File: config.mk
export PLATFORM = sky130hd
export DESIGN_NAME = id_stage_pipe
export DESIGN_NICKNAME = d
export VERILOG_FILES = /design/src/rtl/id_stage_pipe.sv
export SDC_FILE = /design/constraint.sdc
export NUM_CORES = 1
export LEC_CHECK = 0
export BUFFER_PORTS_ARGS = -buffer_cell sky130_fd_sc_hd__buf_2
export CORE_AREA = 2 2 140 142
export DETAILED_ROUTE_END_ITERATION = 7
export DIE_AREA = 0 0 142 144
export PLACE_DENSITY = 0.72
export SLEW_MARGIN = 15
export SYNTH_ARGS = -nofsm -noshare
export SYNTH_HDL_FRONTEND = slang
export SYNTH_SLANG_ARGS = --single-unit
File: constraint.sdc
create_clock -name clk -period 2.9 [get_ports clk]
set_input_delay 0.58 -clock clk [delete_from_list [all_inputs] [get_ports clk]]
set_output_delay 0.58 -clock clk [all_outputs]
set_load 0.05 [all_outputs]
File: src/rtl/id_stage_pipe.sv
// RV32I decode stage: decodes OP-IMM/OP/LUI/AUIPC, resolves operands through a
// prioritised forwarding network, and registers results into an ID/EX slot.
module id_stage_pipe #(
    parameter int unsigned XLEN    = 32,
    parameter int unsigned NFWD    = 2,
    parameter int unsigned STALL_W = 16
) (
    input  logic                 clk,
    input  logic                 rst,
    input  logic                 in_valid,
    output logic                 in_ready,
    input  logic [XLEN-1:0]      pc_i,
    input  logic [31:0]          inst_i,
    output logic                 reg1_read_o,
    output logic                 reg2_read_o,
    output logic [4:0]           reg1_addr_o,
    output logic [4:0]           reg2_addr_o,
    input  logic [XLEN-1:0]      reg1_data_i,
    input  logic [XLEN-1:0]      reg2_data_i,
    input  logic [NFWD-1:0]      fwd_wreg_i,
    input  logic [5*NFWD-1:0]    fwd_wd_i,
    input  logic [XLEN*NFWD-1:0] fwd_wdata_i,
    input  logic [NFWD-1:0]      fwd_pend_i,
    input  logic                 flush_i,
    output logic                 out_valid,
    input  logic                 out_ready,
    output logic [7:0]           aluop_o,
    output logic [2:0]           alusel_o,
    output logic [XLEN-1:0]      reg1_o,
    output logic [XLEN-1:0]      reg2_o,
    output logic [4:0]           wd_o,
    output logic                 wreg_o,
    output logic [XLEN-1:0]      pc_o,
    output logic                 illegal_o,
    output logic [STALL_W-1:0]   stall_cnt_o
);
    localparam logic [6:0] OPC_OP_IMM = 7'b0010011;
    localparam logic [6:0] OPC_OP     = 7'b0110011;
    localparam logic [6:0] OPC_LUI    = 7'b0110111;
    localparam logic [6:0] OPC_AUIPC  = 7'b0010111;

    localparam logic [7:0] EXE_NOP_OP  = 8'b00000000;
    localparam logic [7:0] EXE_AND_OP  = 8'b00100100;
    localparam logic [7:0] EXE_OR_OP   = 8'b00100101;
    localparam logic [7:0] EXE_XOR_OP  = 8'b00100110;
    localparam logic [7:0] EXE_SLL_OP  = 8'b01111100;
    localparam logic [7:0] EXE_SRL_OP  = 8'b00000010;
    localparam logic [7:0] EXE_SRA_OP  = 8'b00000011;
    localparam logic [7:0] EXE_SLT_OP  = 8'b00101010;
    localparam logic [7:0] EXE_SLTU_OP = 8'b00101011;
    localparam logic [7:0] EXE_ADD_OP  = 8'b00100000;
    localparam logic [7:0] EXE_SUB_OP  = 8'b00100010;

    localparam logic [2:0] EXE_RES_NOP   = 3'b000;
    localparam logic [2:0] EXE_RES_LOGIC = 3'b001;
    localparam logic [2:0] EXE_RES_SHIFT = 3'b010;
    localparam logic [2:0] EXE_RES_ARITH = 3'b100;

    logic [6:0]      w_opcode;
    logic [2:0]      w_funct3;
    logic [6:0]      w_funct7;
    logic [7:0]      w_aluop;
    logic [2:0]      w_alusel;
    logic            w_wreg;
    logic            w_illegal;
    logic            w_re1;
    logic            w_re2;
    logic            w_use_imm;
    logic            w_use_pc;
    logic [XLEN-1:0] w_imm;
    logic [XLEN-1:0] w_src1;
    logic [XLEN-1:0] w_src2;
    logic            w_pend1;
    logic            w_pend2;
    logic            w_hazard;
    logic            w_capture;

    logic               r_valid;
    logic [7:0]         r_aluop;
    logic [2:0]         r_alusel;
    logic [XLEN-1:0]    r_reg1;
    logic [XLEN-1:0]    r_reg2;
    logic [4:0]         r_wd;
    logic               r_wreg;
    logic [XLEN-1:0]    r_pc;
    logic               r_illegal;
    logic [STALL_W-1:0] r_stall;

    assign w_opcode = inst_i[6:0];
    assign w_funct3 = inst_i[14:12];
    assign w_funct7 = inst_i[31:25];

    // Instruction decode; illegal encodings collapse to a NOP that reads nothing.
    always_comb begin
        w_aluop   = EXE_NOP_OP;
        w_alusel  = EXE_RES_NOP;
        w_wreg    = 1'b0;
        w_illegal = 1'b0;
        w_re1     = 1'b0;
        w_re2     = 1'b0;
        w_use_imm = 1'b0;
        w_use_pc  = 1'b0;
        w_imm     = '0;
        case (w_opcode)
            OPC_OP_IMM: begin
                w_re1     = 1'b1;
                w_wreg    = 1'b1;
                w_use_imm = 1'b1;
                w_imm     = XLEN'($signed(inst_i[31:20]));
                case (w_funct3)
                    3'b000: begin w_aluop = EXE_ADD_OP;  w_alusel = EXE_RES_ARITH; end
                    3'b010: begin w_aluop = EXE_SLT_OP;  w_alusel = EXE_RES_ARITH; end
                    3'b011: begin w_aluop = EXE_SLTU_OP; w_alusel = EXE_RES_ARITH; end
                    3'b100: begin w_aluop = EXE_XOR_OP;  w_alusel = EXE_RES_LOGIC; end
                    3'b110: begin w_aluop = EXE_OR_OP;   w_alusel = EXE_RES_LOGIC; end
                    3'b111: begin w_aluop = EXE_AND_OP;  w_alusel = EXE_RES_LOGIC; end
                    3'b001: begin
                        w_imm    = XLEN'(inst_i[24:20]);
                        w_aluop  = EXE_SLL_OP;
                        w_alusel = EXE_RES_SHIFT;
                        w_illegal = (w_funct7 != 7'b0000000);
                    end
                    default: begin
                        w_imm    = XLEN'(inst_i[24:20]);
                        w_aluop  = w_funct7[5] ? EXE_SRA_OP : EXE_SRL_OP;
                        w_alusel = EXE_RES_SHIFT;
                        w_illegal = (w_funct7 != 7'b0000000) && (w_funct7 != 7'b0100000);
                    end
                endcase
            end
            OPC_OP: begin
                w_re1  = 1'b1;
                w_re2  = 1'b1;
                w_wreg = 1'b1;
                case (w_funct3)
                    3'b000: begin w_aluop = w_funct7[5] ? EXE_SUB_OP : EXE_ADD_OP; w_alusel = EXE_RES_ARITH; end
                    3'b001: begin w_aluop = EXE_SLL_OP;  w_alusel = EXE_RES_SHIFT; end
                    3'b010: begin w_aluop = EXE_SLT_OP;  w_alusel = EXE_RES_ARITH; end
                    3'b011: begin w_aluop = EXE_SLTU_OP; w_alusel = EXE_RES_ARITH; end
                    3'b100: begin w_aluop = EXE_XOR_OP;  w_alusel = EXE_RES_LOGIC; end
                    3'b101: begin w_aluop = w_funct7[5] ? EXE_SRA_OP : EXE_SRL_OP; w_alusel = EXE_RES_SHIFT; end
                    3'b110: begin w_aluop = EXE_OR_OP;   w_alusel = EXE_RES_LOGIC; end
                    default: begin w_aluop = EXE_AND_OP; w_alusel = EXE_RES_LOGIC; end
                endcase
                // funct7[5] is only meaningful for SUB and SRA
                w_illegal = !((w_funct7 == 7'b0000000) ||
                              (w_funct7 == 7'b0100000 && (w_funct3 == 3'b000 || w_funct3 == 3'b101)));
            end
            OPC_LUI: begin
                w_wreg    = 1'b1;
                w_use_imm = 1'b1;
                w_imm     = XLEN'($signed({inst_i[31:12], 12'h000}));
                w_aluop   = EXE_ADD_OP;
                w_alusel  = EXE_RES_ARITH;
            end
            OPC_AUIPC: begin
                w_wreg    = 1'b1;
                w_use_imm = 1'b1;
                w_use_pc  = 1'b1;
                w_imm     = XLEN'($signed({inst_i[31:12], 12'h000}));
                w_aluop   = EXE_ADD_OP;
                w_alusel  = EXE_RES_ARITH;
            end
            default: w_illegal = 1'b1;
        endcase
        if (w_illegal) begin
            w_aluop   = EXE_NOP_OP;
            w_alusel  = EXE_RES_NOP;
            w_wreg    = 1'b0;
            w_re1     = 1'b0;
            w_re2     = 1'b0;
            w_use_imm = 1'b0;
            w_use_pc  = 1'b0;
        end
    end

    // Forward select: descending scan so the lowest matching index wins; x0 never forwards.
    always_comb begin
        w_src1  = reg1_data_i;
        w_src2  = reg2_data_i;
        w_pend1 = 1'b0;
        w_pend2 = 1'b0;
        for (int i = int'(NFWD) - 1; i >= 0; i--) begin
            if (fwd_wreg_i[i] && fwd_wd_i[i*5 +: 5] == inst_i[19:15]) begin
                w_src1  = fwd_wdata_i[i*XLEN +: XLEN];
                w_pend1 = fwd_pend_i[i];
            end
            if (fwd_wreg_i[i] && fwd_wd_i[i*5 +: 5] == inst_i[24:20]) begin
                w_src2  = fwd_wdata_i[i*XLEN +: XLEN];
                w_pend2 = fwd_pend_i[i];
            end
        end
        if (inst_i[19:15] == 5'd0) begin
            w_src1  = '0;
            w_pend1 = 1'b0;
        end
        if (inst_i[24:20] == 5'd0) begin
            w_src2  = '0;
            w_pend2 = 1'b0;
        end
    end

    assign reg1_read_o = w_re1;
    assign reg2_read_o = w_re2;
    assign reg1_addr_o = inst_i[19:15];
    assign reg2_addr_o = inst_i[24:20];

    assign w_hazard  = in_valid && ((w_re1 && w_pend1) || (w_re2 && w_pend2));
    assign in_ready  = (!r_valid || out_ready) && !w_hazard;
    assign w_capture = in_valid && in_ready && !flush_i;

    // ID/EX register and saturating load-use stall counter.
    always_ff @(posedge clk or negedge rst) begin
        if (!rst) begin
            r_valid   <= 1'b0;
            r_aluop   <= EXE_NOP_OP;
            r_alusel  <= EXE_RES_NOP;
            r_reg1    <= '0;
            r_reg2    <= '0;
            r_wd      <= '0;
            r_wreg    <= 1'b0;
            r_pc      <= '0;
            r_illegal <= 1'b0;
            r_stall   <= '0;
        end else begin
            if (flush_i) begin
                r_valid <= 1'b0;
            end else if (w_capture) begin
                r_valid   <= 1'b1;
                r_aluop   <= w_aluop;
                r_alusel  <= w_alusel;
                r_reg1    <= w_use_pc ? pc_i : (w_re1 ? w_src1 : '0);
                r_reg2    <= w_use_imm ? w_imm : (w_re2 ? w_src2 : '0);
                r_wd      <= w_illegal ? 5'd0 : inst_i[11:7];
                r_wreg    <= w_wreg;
                r_pc      <= pc_i;
                r_illegal <= w_illegal;
            end else if (r_valid && out_ready) begin
                r_valid <= 1'b0;
            end
            if (w_hazard && !flush_i && r_stall != '1) begin
                r_stall <= r_stall + STALL_W'(1);
            end
        end
    end

    assign out_valid   = r_valid;
    assign aluop_o     = r_aluop;
    assign alusel_o    = r_alusel;
    assign reg1_o      = r_reg1;
    assign reg2_o      = r_reg2;
    assign wd_o        = r_wd;
    assign wreg_o      = r_wreg;
    assign pc_o        = r_pc;
    assign illegal_o   = r_illegal;
    assign stall_cnt_o = r_stall;
endmodule
==> metrics <==
Non-Filler Instances 1424; maximum vdd drop 0.396 mV; DR pass1 iterations 5; DR DRC count 0; DR vias/cell 5.64; Starting Density 0.394; family with the most delay on the worst path simple AND/OR/NAND/NOR gates; largest net degree at the start of global routing 68; initial antenna violation count 9; DRT antenna net count 0; first-pass GRT wire length 43.6 mm; share of cells above drive strength 1 0.429; Die ar. 0.0204 mm2; post-route setup slack 0.0334 ns; syn_nets 1018; fin. max-slew vios 0; via count 8033; dpl hpwl 22.8 mm; Combinational Power Share 0.205; CTS tree done; final setup violation count 0; clock buffer depth 2; slew margin rel. 0.534; drt wl/cell 21.0 um; Async SR Flop Fraction 1.00; area leader, netlist dfrtp_1; Die H 144 um; clock network power share 0.424; crit-path cells buf_2 > nand2b_1 > or4_4 > buf_4 > a21o_4 > inv_8 > nand2_1 > o22ai_4 > a21boi_4 > buf_6; Worst Path Buf+Inv 4; Mapped Cells 806; Finished Cell Area 0.0105 mm2; Sw Share 0.304; Core Region 0.0191 mm2; Post-synth top cells o21ai_0 (149), dfrtp_1 (129), nor2_1 (82); Setup crit start kind input pin; die span in x 142 um; CP Capture Type output port; status finished clean; switching power of the nets 1.59 mW; clk root buf clkbuf_16; fin nets 1380; Core Util, Final 0.551; Post-synth EDFFs 0; clk sinks 129; Row Count 51; critical path required time 2.32 ns; internal power 3.64 mW; Leakage 5.05 nW; sequential power share 0.371; power per cell area 497 mW/mm2; pre-CTS WS -0.169 ns; routability cong. 0.953; Cells after DPL 1385; Clock Skew 0.0102 ns; Power Total 5.23 mW; GR Util All Layers 0.284; largest stage delay on the critical path 0.51 ns; vias in the first global route 7475; minimum clock period 2.87 ns; endpoints failing hold 0; critical path peak fanout 3; Worst-Skew Late Latency 0.42 ns; Seq/Total Area, Yosys 0.430; gr ovfl total 0; top_reg_cell synth dfrtp_1; kind of critical path in -> out; Syn Area/Cell 9.32 um2; Worst Hold Class in -> async; Setup TNS 0 ns; fmax 349 MHz; Max-cap violations 0; routed wire length 29.9 mm; largest cells by area after synthesis dfrtp_1 (43%), o21ai_0 (9.9%), mux2i_1 (9.1%); slew at the pin with the worst max-slew slack 0.700 ns; Syn-to-layout area delta 40.0%; share of the synthesized area in the top cell type 0.430; Yosys reg bits 129; Final period util 0.988; Worst path slowest cell or4_4; Starting DRT DRC Count 560; total CTS buffers 17; worst hold slack 0.0651 ns; dpl cell area 0.00987 mm2; cts hold-fix bufs 0; cell area after synthesis 0.00751 mm2; most common cell in the netlist o21ai_0; Worst EP arrival 2.29 ns; clock transition at the registers of the reported paths 0.06 ns; IO Pins 355; Yosys warning count 0; H-Tree Level Count 4; PortBufs 353; count of cell types in the netlist 44
registers in the layout (all words and copies together), names as in the netlist:
signal,count
aluop_o,6
wreg_o,1
reg2_o,32
alusel_o,3
reg1_o,32
stall_cnt_o,16
pc_o,32
wd_o,5
illegal_o,1
out_valid,1
cells by family (layout without fill, tap and decap cells):
kind of cell             after synthesis  in the layout  share of synthesized area
AO/OA/AOI/OAI                        295            295                      0.232
AND/OR/NAND/NOR                      151            151                     0.0914
flip-flops                           129            129                      0.430
multiplexers                         104            104                      0.146
buffers and inverters                 89            464                     0.0571
XOR/XNOR                              36             36                     0.0420
adder cells (fa/ha/maj)                1              1                    0.00167
other                                  1              6                   0.000499
repair_timing:
item                       in CTS  in global routing
resized for setup               3                  2
setup endpoints to repair       1                  1
pin swaps                       1                  1
cloned                          0                  0
buffers inserted                1                  1
worst reg2reg max path, delay by kind of cell, from the launching register on:
family          cells  cell delay, ns
xor+xnor            1            0.15
compound gates      1            0.25
flops               1            0.44
simple gates        5            1.24
power groups by stage:
stage	Combinational, mW	Clock (mW)	Sequential, mW
2_1_floorplan	0.308	0	2.29
3_3_place_gp	1.06	0	1.97
3_5_place_dp	1.07	0	1.97
4_1_cts	1.07	2.24	1.94
5_1_grt	1.13	2.32	1.95
6_report	1.07	2.22	1.94
metal layers:
metal  share of wire  vias to the layer above  track usage
met5          0.0013                        -            0
met4           0.038                        6        0.104
met3           0.084                       78       0.0662
met2            0.47                      453        0.466
met1            0.40                     3836        0.367
li1                -                     3660            -
path summary, 6_finish.rpt:
check,from,endpoint,slack (ns),cells after the start
worst max-delay path,inst_i[6],in_ready,0.03,10
worst min-delay path,rst,wd_o[3],0.07,1
worst max register to register,stall_cnt_o[5],stall_cnt_o[15],0.70,7
worst min register to register,stall_cnt_o[8],stall_cnt_o[8],0.49,1
max in group asynchronous,rst,reg1_o[26],2.14,2
min in group clk,inst_i[10],wd_o[3],0.40,3
cell type report:
class / instances / area, um2
clock buffer: 22 / 464
tap: 238 / 298
inverter: 7 / 33.8
fill: 1729 / 8560
sequential: 129 / 3230
clock inverter: 10 / 134
antenna: 5 / 12.5
timing repair buffer: 425 / 2410
multi-input combinational: 588 / 3940
layout by cell type, fill, tap and decap left out, types with 3 or more instances in the layout:
master,n
buf_2,351
o21ai_0,149
dfrtp_1,129
nor2_1,80
mux2i_1,68
buf_4,65
a211oi_1,53
a21oi_1,47
mux2_2,33
a22oi_1,33
xnor2_1,28
clkbuf_16,17
nand2_1,16
nand3_1,15
xor2_1,8
and3_1,8
buf_12,7
inv_1,6
diode_2,5
nand4_1,5
clkinv_2,4
nand2b_1,3
and2_1,3
and4_1,3
o31ai_1,3
mux2_4,3
bufinv_16,3
clkbuf_1,3
No activity file was read; power rests on OpenSTA's default activity.
